### src/rtl/adler32_stream_pkg.sv
// adler32_stream_pkg: shared constants and state encoding for the Adler-32 stream engine
package adler32_stream_pkg;
  localparam int unsigned ADLER_MOD_DEFAULT = 65521;
  localparam int unsigned ADLER_INIT_A = 1;
  typedef enum logic {
    ST_ACCUM = 1'b0,
    ST_HOLD  = 1'b1
  } state_t;
endpackage

### src/rtl/adler_byte_step.sv
// adler_byte_step: one combinational Adler-32 byte update (A+=byte, B+=A, both mod)
//   a, b         : incoming sums, each < mod
//   data, en     : message byte and its enable; disabled passes sums through
//   mod          : modulus (< 2^16)
//   a_out, b_out : updated sums, each < mod
module adler_byte_step (
  input  logic [15:0] a,
  input  logic [15:0] b,
  input  logic [7:0]  data,
  input  logic        en,
  input  logic [15:0] mod,
  output logic [15:0] a_out,
  output logic [15:0] b_out
);
  logic [16:0] a_sum, b_sum, mod17;
  logic [15:0] a_red, b_red;
  // Sums stay below 2*mod, so one conditional subtract reduces them; the
  // difference fits in 16 bits, so only the low half is kept.
  always_comb begin
    mod17 = {1'b0, mod};
    a_sum = {1'b0, a} + {9'b0, data};
    a_red = a_sum >= mod17 ? a_sum[15:0] - mod : a_sum[15:0];
    b_sum = {1'b0, b} + {1'b0, a_red};
    b_red = b_sum >= mod17 ? b_sum[15:0] - mod : b_sum[15:0];
    a_out = en ? a_red : a;
    b_out = en ? b_red : b;
  end
endmodule

### src/rtl/dff_rstval.sv
// dff_rstval: enabled register with asynchronous active-low reset to RSTVAL
//   clock, rst_n : clock and async reset
//   en, d, q     : load enable, next value, registered value
module dff_rstval #(
  parameter int unsigned W = 16,
  parameter logic [W-1:0] RSTVAL = '0
) (
  input  logic         clock,
  input  logic         rst_n,
  input  logic         en,
  input  logic [W-1:0] d,
  output logic [W-1:0] q
);
  always_ff @(posedge clock or negedge rst_n)
    if (!rst_n) q <= RSTVAL;
    else if (en) q <= d;
endmodule

### src/rtl/adler32_stream.sv
// adler32_stream: streaming Adler-32 engine, BYTES bytes per beat, seedable, held result
//   clock, rst_n                     : clock, async active-low reset
//   in_valid/in_ready/in_data/in_keep/in_last : message beat handshake (byte 0 first)
//   seed_load, seed                  : load {B,A} continuation value while idle in ACCUM
//   out_valid/out_ready/checksum     : {B,A} result, held until accepted
module adler32_stream
  import adler32_stream_pkg::*;
#(
  parameter int unsigned BYTES = 4,
  parameter int unsigned MOD = ADLER_MOD_DEFAULT,
  parameter int unsigned INIT_A = ADLER_INIT_A
) (
  input  logic               clock,
  input  logic               rst_n,
  input  logic               in_valid,
  output logic               in_ready,
  input  logic [8*BYTES-1:0] in_data,
  input  logic [BYTES-1:0]   in_keep,
  input  logic               in_last,
  input  logic               seed_load,
  input  logic [31:0]        seed,
  output logic               out_valid,
  input  logic               out_ready,
  output logic [31:0]        checksum
);
  localparam logic [15:0] M = 16'(MOD);
  localparam logic [15:0] A0 = 16'(INIT_A);
  state_t st, st_n;
  logic [15:0] a_q, b_q, a_d, b_d, seed_a, seed_b;
  logic [BYTES:0][15:0] ca, cb;
  logic xfer, done, seed_ok, en;
  assign ca[0] = a_q;
  assign cb[0] = b_q;
  for (genvar i = 0; i < BYTES; i++) begin : g_step
    adler_byte_step u_step (
      .a(ca[i]),
      .b(cb[i]),
      .data(in_data[8*i +: 8]),
      .en(in_keep[i]),
      .mod(M),
      .a_out(ca[i+1]),
      .b_out(cb[i+1])
    );
  end
  assign in_ready = st == ST_ACCUM;
  assign out_valid = st == ST_HOLD;
  assign checksum = {b_q, a_q};
  assign xfer = in_valid & in_ready;
  assign done = out_valid & out_ready;
  // A beat in the same cycle takes priority over a seed load.
  assign seed_ok = seed_load & in_ready & ~xfer;
  assign en = done | xfer | seed_ok;
  always_comb begin
    seed_a = seed[15:0] >= M ? seed[15:0] - M : seed[15:0];
    seed_b = seed[31:16] >= M ? seed[31:16] - M : seed[31:16];
    a_d = done ? A0 : xfer ? ca[BYTES] : seed_a;
    b_d = done ? 16'h0 : xfer ? cb[BYTES] : seed_b;
    st_n = st == ST_ACCUM ? (xfer & in_last ? ST_HOLD : ST_ACCUM) : (out_ready ? ST_ACCUM : ST_HOLD);
  end
  always_ff @(posedge clock or negedge rst_n)
    if (!rst_n) st <= ST_ACCUM;
    else st <= st_n;
  dff_rstval #(.W(16), .RSTVAL(A0)) u_a (
    .clock(clock), .rst_n(rst_n), .en(en), .d(a_d), .q(a_q)
  );
  dff_rstval #(.W(16), .RSTVAL(16'h0)) u_b (
    .clock(clock), .rst_n(rst_n), .en(en), .d(b_d), .q(b_q)
  );
endmodule

### config.mk
export PLATFORM = sky130hd
export DESIGN_NAME = adler32_stream
export DESIGN_NICKNAME = d
export VERILOG_FILES = /design/src/rtl/adler32_stream_pkg.sv /design/src/rtl/adler_byte_step.sv /design/src/rtl/dff_rstval.sv /design/src/rtl/adler32_stream.sv
export SDC_FILE = /design/constraint.sdc
export NUM_CORES = 1
export LEC_CHECK = 0
export CORE_MARGIN = 4
export CORE_UTILIZATION = 40
export CTS_CLUSTER_DIAMETER = 40
export DETAILED_ROUTE_END_ITERATION = 8
export HOLD_SLACK_MARGIN = 0.15
export SYNTH_ARGS = -nofsm -noshare
export SYNTH_HDL_FRONTEND = slang
export SYNTH_SLANG_ARGS = --single-unit
### constraint.sdc
create_clock -name clock -period 24.9 [get_ports clock]
set_clock_uncertainty 0.05 [all_clocks]
set_input_delay 3.735 -clock clock [delete_from_list [all_inputs] [get_ports clock]]
set_output_delay 3.735 -clock clock [all_outputs]
set_load 0.02 [all_outputs]
==> results.ini <==
[sta]
worst_pin_slew_ns=1.099
tns_ns=0
hold_violations=0
relSlewSlack_pct=25.95
period_share_pct=92.37
drv_slew=0
min_period_ns=23.00
finalSetupViolCount=0
rsz0062_at_grt=no
fmax_ghz=0.04348

[finish]
layout-drive-gt1-share_pct=5.975
nFillCells=3088
area_growth_pct=12.71
post-route-util_pct=45.78
fin_nets=1970
final_cell_area_um2=13600
diodes=0
stdcell_count=2164

[clock_tree]
root_buffer=clkbuf_16
htree_levels=2
clkLatencyLatePin_ns=0.27
clockBufferDepth=2
numCtsBuffers=5
cts_tree=done
ctsResizeCount=0
clk_pin_slew_ns=0.06
post_cts_buffers=0
cts.sinks=33
ctsHoldBuffers=0

[grt]
grt_util_all_layers_pct=26.97
overflow=0
first_global_vias=12076
grt_pass1_wl_um=71210
grt_max_degree=60
antenna_found_initial=0

[place]
placed_cells=2156
portBuffers=107
dp_hpwl_um=39480
dpl_cell_area_um2=13460
gp_congestion=0.9832

[synth]
ys_warn_count=0
synth_area_leaders=ha_1 (12%), xnor2_1 (9.0%), dfrtp_1 (6.6%)
synthesis.nets=1901
yosysTopAreaCellShare_pct=12.02
syn_area_um2=12070
synthFlopType=dfrtp_1
avgSynthCellArea_um2=7.084
ys_seq_area_share_pct=6.852
synth-seq-cells=33
yosysTopAreaCell=ha_1
netlist-cell-type-count=114
async_flop_share_pct=100.0
synthCells=1704
synth_edf_count=0

[route]
wl_per_cell_um=21.57
antenna_left=0
vias_per_cell=6.116
finalWirelength_um=46670
drtIter0Drc=1137
remaining_drc_errors=0
firstDrtPassIters=6
vias=13234

[hold_path]
min_path_type=flip-flop to flip-flop

[floorplan]
io_pins=108
start_util_pct=40.62
dieArea_um2=33020
die_w_um=181.7
core-area_um2=29720
rows=63
die_y_um=181.7

[worst_setup_path]
slowest_delay_ns=0.56
r2r_end=u_b.q[12]
worst-endpoint-arrival_ns=23.15
critPathBufInv=4
critPathMostFrequentCell=a21oi_1
worst-path-max-fanout=8
reg2reg_slack_ns=5.36
crit_start=in_data[0]
cp-start-kind=input pin
end_kind=flip-flop
cp.depth=88
cpMaxStageDelayCell=a21oi_1
critPathKind=input pin to flip-flop
path_delay_family=compound AO/OA/AOI/OAI gates
cp-endpoint=u_b.q[12]
ff2ff_path_depth=87
worstPathRequired_ns=25.05
regToRegStartpoint=u_a.q[0]

[status]
run_status=completed

[run]
maxCapViolations=0

-- how the worst min path moves through the flow --
stage,slack [ns],cells after the start,startpoint,end
4_1_cts,0.61,2,u_b.q[0],u_b.q[0]
3_5_place_dp,0.60,2,u_b.q[0],u_b.q[0]
2_1_floorplan,0.57,2,u_a.q[0],u_a.q[0]
6_report,0.62,2,u_b.q[0],u_b.q[0]
3_3_place_gp,0.59,2,u_b.q[0],u_b.q[0]
5_1_grt,0.64,2,u_a.q[0],u_a.q[0]
-- logic make-up (layout without fill, tap and decap cells) --
| kind of cell | count (synthesis) | count (layout) | synth area share (%) |
|---|---|---|---|
| XOR/XNOR | 180 | 180 | 13.24 |
| AND/OR/NAND/NOR | 647 | 647 | 27.07 |
| multiplexers | 35 | 35 | 3.110 |
| flip-flops | 33 | 33 | 6.852 |
| adder cells (fa/ha/maj) | 127 | 127 | 13.53 |
| AO/OA/AOI/OAI | 513 | 513 | 30.67 |
| buffers and inverters | 169 | 239 | 5.535 |
-- per-layer routing --
metal / up-vias / track usage (%) / share of wire (%)
met4: 0 / 8.376 / 4.0
met2: 544 / 42.52 / 43
met1: 6263 / 39.37 / 46
met5: - / 0 / 0
met3: 68 / 1.723 / 6.8
li1: 6359 / - / -
-- sequential cells by signal (all words and copies together), names as in the netlist --
signal,count
out_valid,1
u_b.q,16
u_a.q,16
-- tightest hold or removal path: stages (launching register included) --
cell     delay [ns]
dfrtp_1        0.44
a22oi_1        0.12
o21ai_0        0.07
-- layout by cell type, fill, tap and decap left out, types with 54 or more instances in the layout --
cell type        netlist  layout
o21ai_0               55      54
nand3_1               54      54
a21oi_1              135     135
inv_1                113     113
xnor2_1              124     124
clkdlybuf4s50_1        0     105
nand2_1              156     156
nor2_1               190     190
xor2_1                54      54
ha_1                 116     116
-- synth_stat cells (5+ instances only) --
library cell / number
a221o_1: 11
nor4_1: 13
a21boi_0: 6
a2111oi_0: 5
xnor2_1: 124
nand2_1: 156
a32oi_1: 5
fa_1: 7
xor2_1: 54
nor2_1: 190
o21bai_1: 36
mux2_2: 17
a222oi_1: 7
nand4_1: 18
and2_1: 16
nand3_1: 54
nor3b_1: 9
o221ai_1: 7
clkbuf_1: 46
o21a_1: 25
or2_2: 8
o22ai_1: 5
a22o_1: 8
a31oi_1: 19
mux2i_1: 17
a22oi_1: 18
nor2b_1: 22
nand3b_1: 5
dfrtp_1: 32
a211oi_1: 20
a211o_1: 7
or4_1: 8
ha_1: 116
a21o_1: 34
o21ai_0: 55
o31ai_1: 9
or3_1: 22
a21oi_1: 135
and3_1: 25
nand2b_1: 15
inv_1: 113
nor3_1: 46
o21ai_1: 11
o211ai_1: 9
-- per-stage QoR --
step | hold WS, ns | worst slack [ns]
6_report | 0.6183 | 1.899
5_1_grt | 0.6437 | 0.1698
4_1_cts | 0.6116 | 2.051
3_5_place_dp | 0.5987 | 1.824
3_3_place_gp | 0.5905 | 2.190
2_1_floorplan | 0.5725 | 4.527
-- final cells by class --
class                      instances  area [µm²]  area share [%]
timing repair buffer             118        1144           8.406
tap                              390       488.0           3.587
sequential                        33       827.0           6.079
clock inverter                     3       17.52          0.1288
clock buffer                       5       125.1          0.9197
multi-input combinational       1502       10580           77.76
inverter                         113       424.2           3.118
Power is not shown: default switching activity piles up to over one toggle a cycle in this logic, so the estimate is an artifact.
